$ cat src/rtl/mem_port_arbiter.sv
// Two-port arbiter (core C, loader L) in front of a single-port memory macro.
// It aligns sub-word stores to byte lanes and formats sub-word loads.
module mem_port_arbiter #(
  parameter int ADDR_W   = 12,
  parameter int ARB_MODE = 0
) (
  input  logic              clk,
  input  logic              rst,
  input  logic              c_req,
  input  logic              c_we,
  input  logic [ADDR_W-1:0] c_addr,
  input  logic [1:0]        c_size,
  input  logic              c_uns,
  input  logic [31:0]       c_wdata,
  output logic              c_gnt,
  output logic              c_rvalid,
  output logic              c_err,
  output logic [31:0]       c_rdata,
  input  logic              l_req,
  input  logic              l_we,
  input  logic [ADDR_W-1:0] l_addr,
  input  logic [1:0]        l_size,
  input  logic              l_uns,
  input  logic [31:0]       l_wdata,
  output logic              l_gnt,
  output logic              l_rvalid,
  output logic              l_err,
  output logic [31:0]       l_rdata,
  output logic              mem_en,
  output logic              mem_we,
  output logic [3:0]        mem_be,
  output logic [ADDR_W-3:0] mem_addr,
  output logic [31:0]       mem_wdata,
  input  logic [31:0]       mem_rdata
);

  typedef enum logic [1:0] {IDLE, ACCESS, RESP, ERR} state_t;

  state_t            state_reg;
  logic              last_l_reg;
  logic              id_l_reg;
  logic              lat_we_reg;
  logic              lat_uns_reg;
  logic [1:0]        lat_size_reg;
  logic [1:0]        lat_off_reg;
  logic              mem_en_reg;
  logic              mem_we_reg;
  logic [3:0]        mem_be_reg;
  logic [ADDR_W-3:0] mem_addr_reg;
  logic [31:0]       mem_wdata_reg;
  logic              rvalid_reg;
  logic              err_reg;

  logic              c_win;
  logic              l_win;
  logic              sel_we;
  logic              sel_uns;
  logic [1:0]        sel_size;
  logic [ADDR_W-1:0] sel_addr;
  logic [31:0]       sel_wdata;
  logic [31:0]       shifted;
  logic [31:0]       fmt_rdata;
  logic [31:0]       rdata_vis;

  function automatic logic misaligned(input logic [1:0] off, input logic [1:0] size);
    return (size == 2'b11) || (size == 2'b01 && off[0]) || (size == 2'b00 && off != 2'b00);
  endfunction

  function automatic logic [3:0] lane_be(input logic [1:0] off, input logic [1:0] size);
    case (size)
      2'b00:   return 4'b1111;
      2'b01:   return off[1] ? 4'b1100 : 4'b0011;
      default: return 4'b0001 << off;
    endcase
  endfunction

  function automatic logic [31:0] lane_data(input logic [31:0] d, input logic [1:0] size);
    case (size)
      2'b01:   return {2{d[15:0]}};
      2'b10:   return {4{d[7:0]}};
      default: return d;
    endcase
  endfunction

  // Tie-break: in round-robin mode C wins only if L was granted last.
  always_comb begin
    c_win = 1'b0;
    l_win = 1'b0;
    if (rst && state_reg == IDLE) begin
      if (c_req && (ARB_MODE == 1 || !l_req || last_l_reg))
        c_win = 1'b1;
      else if (l_req)
        l_win = 1'b1;
    end
    sel_we    = l_win ? l_we    : c_we;
    sel_uns   = l_win ? l_uns   : c_uns;
    sel_size  = l_win ? l_size  : c_size;
    sel_addr  = l_win ? l_addr  : c_addr;
    sel_wdata = l_win ? l_wdata : c_wdata;
  end

  always_comb begin
    shifted = mem_rdata >> {lat_off_reg, 3'b000};
    case (lat_size_reg)
      2'b01:   fmt_rdata = lat_uns_reg ? {16'h0000, shifted[15:0]} : {{16{shifted[15]}}, shifted[15:0]};
      2'b10:   fmt_rdata = lat_uns_reg ? {24'h000000, shifted[7:0]} : {{24{shifted[7]}}, shifted[7:0]};
      default: fmt_rdata = shifted;
    endcase
    rdata_vis = (state_reg == RESP && !lat_we_reg) ? fmt_rdata : 32'h0;
  end

  // Error responses surface in the cycle after ERR so every access answers at T+2.
  always_ff @(posedge clk or negedge rst) begin
    if (!rst) begin
      state_reg     <= IDLE;
      last_l_reg    <= 1'b1;
      id_l_reg      <= 1'b0;
      lat_we_reg    <= 1'b0;
      lat_uns_reg   <= 1'b0;
      lat_size_reg  <= 2'b00;
      lat_off_reg   <= 2'b00;
      mem_en_reg    <= 1'b0;
      mem_we_reg    <= 1'b0;
      mem_be_reg    <= 4'h0;
      mem_addr_reg  <= '0;
      mem_wdata_reg <= 32'h0;
      rvalid_reg    <= 1'b0;
      err_reg       <= 1'b0;
    end else begin
      mem_en_reg    <= 1'b0;
      mem_we_reg    <= 1'b0;
      mem_be_reg    <= 4'h0;
      mem_addr_reg  <= '0;
      mem_wdata_reg <= 32'h0;
      rvalid_reg    <= 1'b0;
      err_reg       <= 1'b0;
      case (state_reg)
        IDLE: begin
          if (c_win || l_win) begin
            id_l_reg     <= l_win;
            last_l_reg   <= l_win;
            lat_we_reg   <= sel_we;
            lat_uns_reg  <= sel_uns;
            lat_size_reg <= sel_size;
            lat_off_reg  <= sel_addr[1:0];
            if (misaligned(sel_addr[1:0], sel_size)) begin
              state_reg <= ERR;
            end else begin
              state_reg     <= ACCESS;
              mem_en_reg    <= 1'b1;
              mem_we_reg    <= sel_we;
              mem_be_reg    <= lane_be(sel_addr[1:0], sel_size);
              mem_addr_reg  <= sel_addr[ADDR_W-1:2];
              mem_wdata_reg <= lane_data(sel_wdata, sel_size);
            end
          end
        end
        ACCESS: begin
          rvalid_reg <= 1'b1;
          state_reg  <= RESP;
        end
        RESP: state_reg <= IDLE;
        ERR: begin
          rvalid_reg <= 1'b1;
          err_reg    <= 1'b1;
          state_reg  <= IDLE;
        end
        default: state_reg <= IDLE;
      endcase
    end
  end

  assign c_gnt     = c_win;
  assign l_gnt     = l_win;
  assign c_rvalid  = rvalid_reg && !id_l_reg;
  assign l_rvalid  = rvalid_reg && id_l_reg;
  assign c_err     = err_reg && !id_l_reg;
  assign l_err     = err_reg && id_l_reg;
  assign c_rdata   = (rvalid_reg && !id_l_reg) ? rdata_vis : 32'h0;
  assign l_rdata   = (rvalid_reg && id_l_reg) ? rdata_vis : 32'h0;
  assign mem_en    = mem_en_reg;
  assign mem_we    = mem_we_reg;
  assign mem_be    = mem_be_reg;
  assign mem_addr  = mem_addr_reg;
  assign mem_wdata = mem_wdata_reg;

endmodule

$ cat config.mk
export PLATFORM = sky130hd
export DESIGN_NAME = mem_port_arbiter
export DESIGN_NICKNAME = d
export VERILOG_FILES = /design/src/rtl/mem_port_arbiter.sv
export SDC_FILE = /design/constraint.sdc
export NUM_CORES = 1
export LEC_CHECK = 0
export CORE_MARGIN = 2
export CORE_UTILIZATION = 35
export CTS_CLUSTER_DIAMETER = 30
export DETAILED_ROUTE_END_ITERATION = 8
export GPL_TIMING_DRIVEN = 0
export PLACE_DENSITY = 0.78
export SYNTH_ARGS = -nofsm -noshare
export SYNTH_HDL_FRONTEND = slang
export SYNTH_SLANG_ARGS = --single-unit
export TNS_END_PERCENT = 20
$ cat constraint.sdc
create_clock -name clk -period 2.7 [get_ports clk]
set_input_delay 0.54 -clock clk [delete_from_list [all_inputs] [get_ports clk]]
set_output_delay 0.54 -clock clk [all_outputs]
set_load 0.03 [all_outputs]
==> results.sh <==
export IMPL_outcome="finished, violations left"
export IMPL_failing_checks="negative setup slack"
export IMPL_remaining_drc_errors=0
export IMPL_ir_drop_mv=0.3800
export IMPL_worst_hold_path_type="input pin to asynchronous set/reset pin"
export IMPL_clock_tree_htree_level_count=3
export IMPL_multi_input_area_mm2=0.002784
export IMPL_clock_path_buffers=2
export IMPL_drtIter0Drc=524
export IMPL_cp_data_required_time_ps=2160
export IMPL_critical_path_max_stage_delay_ps=540
export IMPL_synthesis_instances=556
export IMPL_yosysSeqAreaShare=0.3459
export IMPL_drive_above_1_share=0.2574
export IMPL_grt_busiest_layer="met2"
export IMPL_design_die_area_mm2=0.01332
export IMPL_clock_tree_root_cell="sky130_fd_sc_hd__clkbuf_16"
export IMPL_grt_start_max_net_pins=19
export IMPL_p_leak_nw=3.447
export IMPL_min_period_over_period=1.046
export IMPL_met3_usage=0.07636
export IMPL_grt_util_met2=0.4628
export IMPL_timing_critical_path_slowest_stage_cell="sky130_fd_sc_hd__mux4_2"
export IMPL_post_dp_hpwl_um=14360
export IMPL_crit_fanout=7
export IMPL_synthesis_area_per_instance_um2=7.813
export IMPL_num_nets_final=981
export IMPL_global_route_wire_length_before_repair_um=29300
export IMPL_viasPerCell=5.458
export IMPL_timing_critical_path_max_delay_family="buffers and inverters"
export IMPL_endpoint_kind="output pin"
export IMPL_final_clock_skew_ps=5.401
export IMPL_globalRouteMet1Util=0.3539
export IMPL_globalRoute_totalOverflow=0
export IMPL_portBuffers=249
export IMPL_grt_setup_unrepaired="true"
export IMPL_num_rows=40
export IMPL_finalWeightedCongestion=0.9289
export IMPL_chip_width_um=115.4
export IMPL_synth_warnings=0
export IMPL_fmaxAchievable_mhz=354.1
export IMPL_largest_reg_flops=32
export IMPL_dpl_worst_slack_ps=-1581
export IMPL_postRouteAntennaNets=0
export IMPL_synthArstFlopShare=1.000
export IMPL_drt_pass1_iter_count=5
export IMPL_synth_enable_flop_cells=0
export IMPL_slew_headroom=0.5003
export IMPL_die_height_um=115.4
export IMPL_power_per_unit_of_standard_cell_area_mw_per_mm2=658.3
export IMPL_yosysUniqueCellTypes=48
export IMPL_path_clk_slew_ps=50
export IMPL_worst_margin_slew_ps=749.5
export IMPL_drv_slew=0
export IMPL_n_antenna_cell=0
export IMPL_floorplan_io_pins=250
export IMPL_timing_worst_setup_path_type="input pin to output pin"
export IMPL_drv_cap=0
export IMPL_clkSinkCount=60
export IMPL_fill_cells=977
export IMPL_globalRouteTotalUtil=0.2830
export IMPL_clock_latency_late_sink_ps=330
export IMPL_mappedNetlistNets=695
export IMPL_cts_tree="built"
export IMPL_cts_buffers=9
export IMPL_finalWorstSetupSlack_ps=-123.7
export IMPL_list_of_cells_traversed_by_the_critical_path="dlygate4sd2_1 -> mux4_2 -> a31o_1 -> a31oi_4 -> buf_12 -> buf_8 -> nor2_1 -> buf_4"
export IMPL_area_growth_synth_to_final_pct=84.94
export IMPL_critPathArrivalTime_ps=2280
export IMPL_critical_path_startpoint_type="input pin"
export IMPL_synth_seq_cells=60
export IMPL_synth_flop_cell="sky130_fd_sc_hd__dfrtp_1"
export IMPL_vias_in_the_first_global_route=5624
export IMPL_wl_per_cell_um=19.36
export IMPL_layout_area_seq_mm2=0.001504
export IMPL_final_min_clock_period_ps=2824
export IMPL_cp_num_buf_inv=4
export IMPL_vias=5540
export IMPL_timing_hold_ws_ps=8.677
export IMPL_grt_antenna_before_repair=0
export IMPL_routed_wirelength_um=19650
export IMPL_initial_cell_density_of_the_core=0.3602
export IMPL_synthesis_area_mm2=0.004344
export IMPL_hold_viol_final=0
export IMPL_setup_violations=34
export IMPL_fp_coreArea_mm2=0.01206
==> cell families after synthesis <==
| family | Yosys count | synth area share |
|---|---|---|
| AOI/OAI and AO/OA | 190 | 0.2869 |
| DFF | 60 | 0.3459 |
| adders and majority gates | 7 | 0.02016 |
| muxes | 27 | 0.06711 |
| and+or+nand+nor | 203 | 0.2036 |
| buffers and inverters | 69 | 0.07632 |
==> cell usage in the layout, fill, tap and decap left out, types with 9 or more instances in the layout <==
master and instances:
sky130_fd_sc_hd__o21ai_0 45, sky130_fd_sc_hd__buf_2 11, sky130_fd_sc_hd__nand3_1 26, sky130_fd_sc_hd__a21bo_2 17, sky130_fd_sc_hd__clkbuf_2 9, sky130_fd_sc_hd__a21oi_1 49, sky130_fd_sc_hd__inv_1 18, sky130_fd_sc_hd__o211ai_1 9
sky130_fd_sc_hd__nor2_1 43, sky130_fd_sc_hd__clkdlybuf4s50_1 176, sky130_fd_sc_hd__nor2_2 23, sky130_fd_sc_hd__clkbuf_1 14, sky130_fd_sc_hd__nand2_1 78, sky130_fd_sc_hd__buf_6 33, sky130_fd_sc_hd__o21a_1 16, sky130_fd_sc_hd__a21oi_2 12
sky130_fd_sc_hd__dlygate4sd2_1 20, sky130_fd_sc_hd__clkbuf_16 10, sky130_fd_sc_hd__clkdlybuf4s15_2 13, sky130_fd_sc_hd__dfrtp_1 58, sky130_fd_sc_hd__mux2i_1 17, sky130_fd_sc_hd__buf_4 30, sky130_fd_sc_hd__and3_1 9
==> path summary, 6_finish.rpt <==
check	startpoint	to	slack (ps)	depth (start not counted)
setup reg to reg	state_reg[0]	mem_wdata[25]	-10	11
hold reg to reg	last_l_reg	last_l_reg	500	2
setup / recovery	mem_rdata[31]	c_rdata[22]	-120	8
hold / removal	rst	mem_wdata[7]	9	1
max in group asynchronous	rst	mem_wdata[15]	2100	2
min in group clk	last_l_reg	last_l_reg	500	2
==> Yosys cell counts, drive strengths merged (8+ instances only) <==
master  number  area [um^2]
a21bo       17        170.2
buf         22        155.2
o21a        16        120.1
inv         20        75.07
nand3       26        130.1
o211ai       9        67.56
a21oi       61        305.3
a211oi       8        60.06
nand2       79        299.0
and3         9        56.30
clkbuf      26        97.59
dfrtp       59         1476
o21ai       47        235.2
mux2i       19        190.2
nor2        70        262.8
a311oi      10        87.58
==> report_power, final <==
group | total (mW) | leakage [nW] | internal [mW] | switching (mW)
combinational | 3.04 | 2.49 | 1.30 | 1.74
clock | 1.16 | 0.149 | 0.761 | 0.398
sequential | 1.09 | 0.805 | 1.02 | 0.0716
total | 5.29 | 3.45 | 3.08 | 2.21
==> metal layers <==
layer / routed length, um / vias to the layer above / part of all wire
li1: - / 2522 / -
met1: 7553 / 2644 / 0.38
met2: 9607 / 315 / 0.49
met3: 1768 / 59 / 0.090
met4: 717 / 0 / 0.036
met5: 0 / - / 0
==> metrics by stage <==
step	util	power, mW	TNS, ps	cells	area [um^2]
finish	0.6661	5.289	-3620	1015	8034
global placement	0.5845	3.395	-260240	973	7051
floorplan	-	2.614	0	556	4348
global route	0.6661	5.542	-6120	1015	8034
detailed placement	0.5858	3.449	-105290	974	7066
CTS	0.6380	4.934	-3619	1008	7695
==> cell type report <==
type | instances | share of cell area
inverter | 21 | 0.01059
multi-input combinational | 427 | 0.3465
timing repair buffer | 279 | 0.3552
sequential | 60 | 0.1872
tap | 168 | 0.02616
clock buffer | 12 | 0.03193
buffer | 44 | 0.03644
clock inverter | 4 | 0.005918
==> timing repair <==
action                                  4_1_cts  5_1_grt
gates resized for setup                     317       98
pin swaps                                     4        9
gates cloned                                  5        1
endpoints found under the setup margin      115      110
hold buffers                                  0        0
buffers inserted                             16        7
Power figures use the tool's default switching activity.
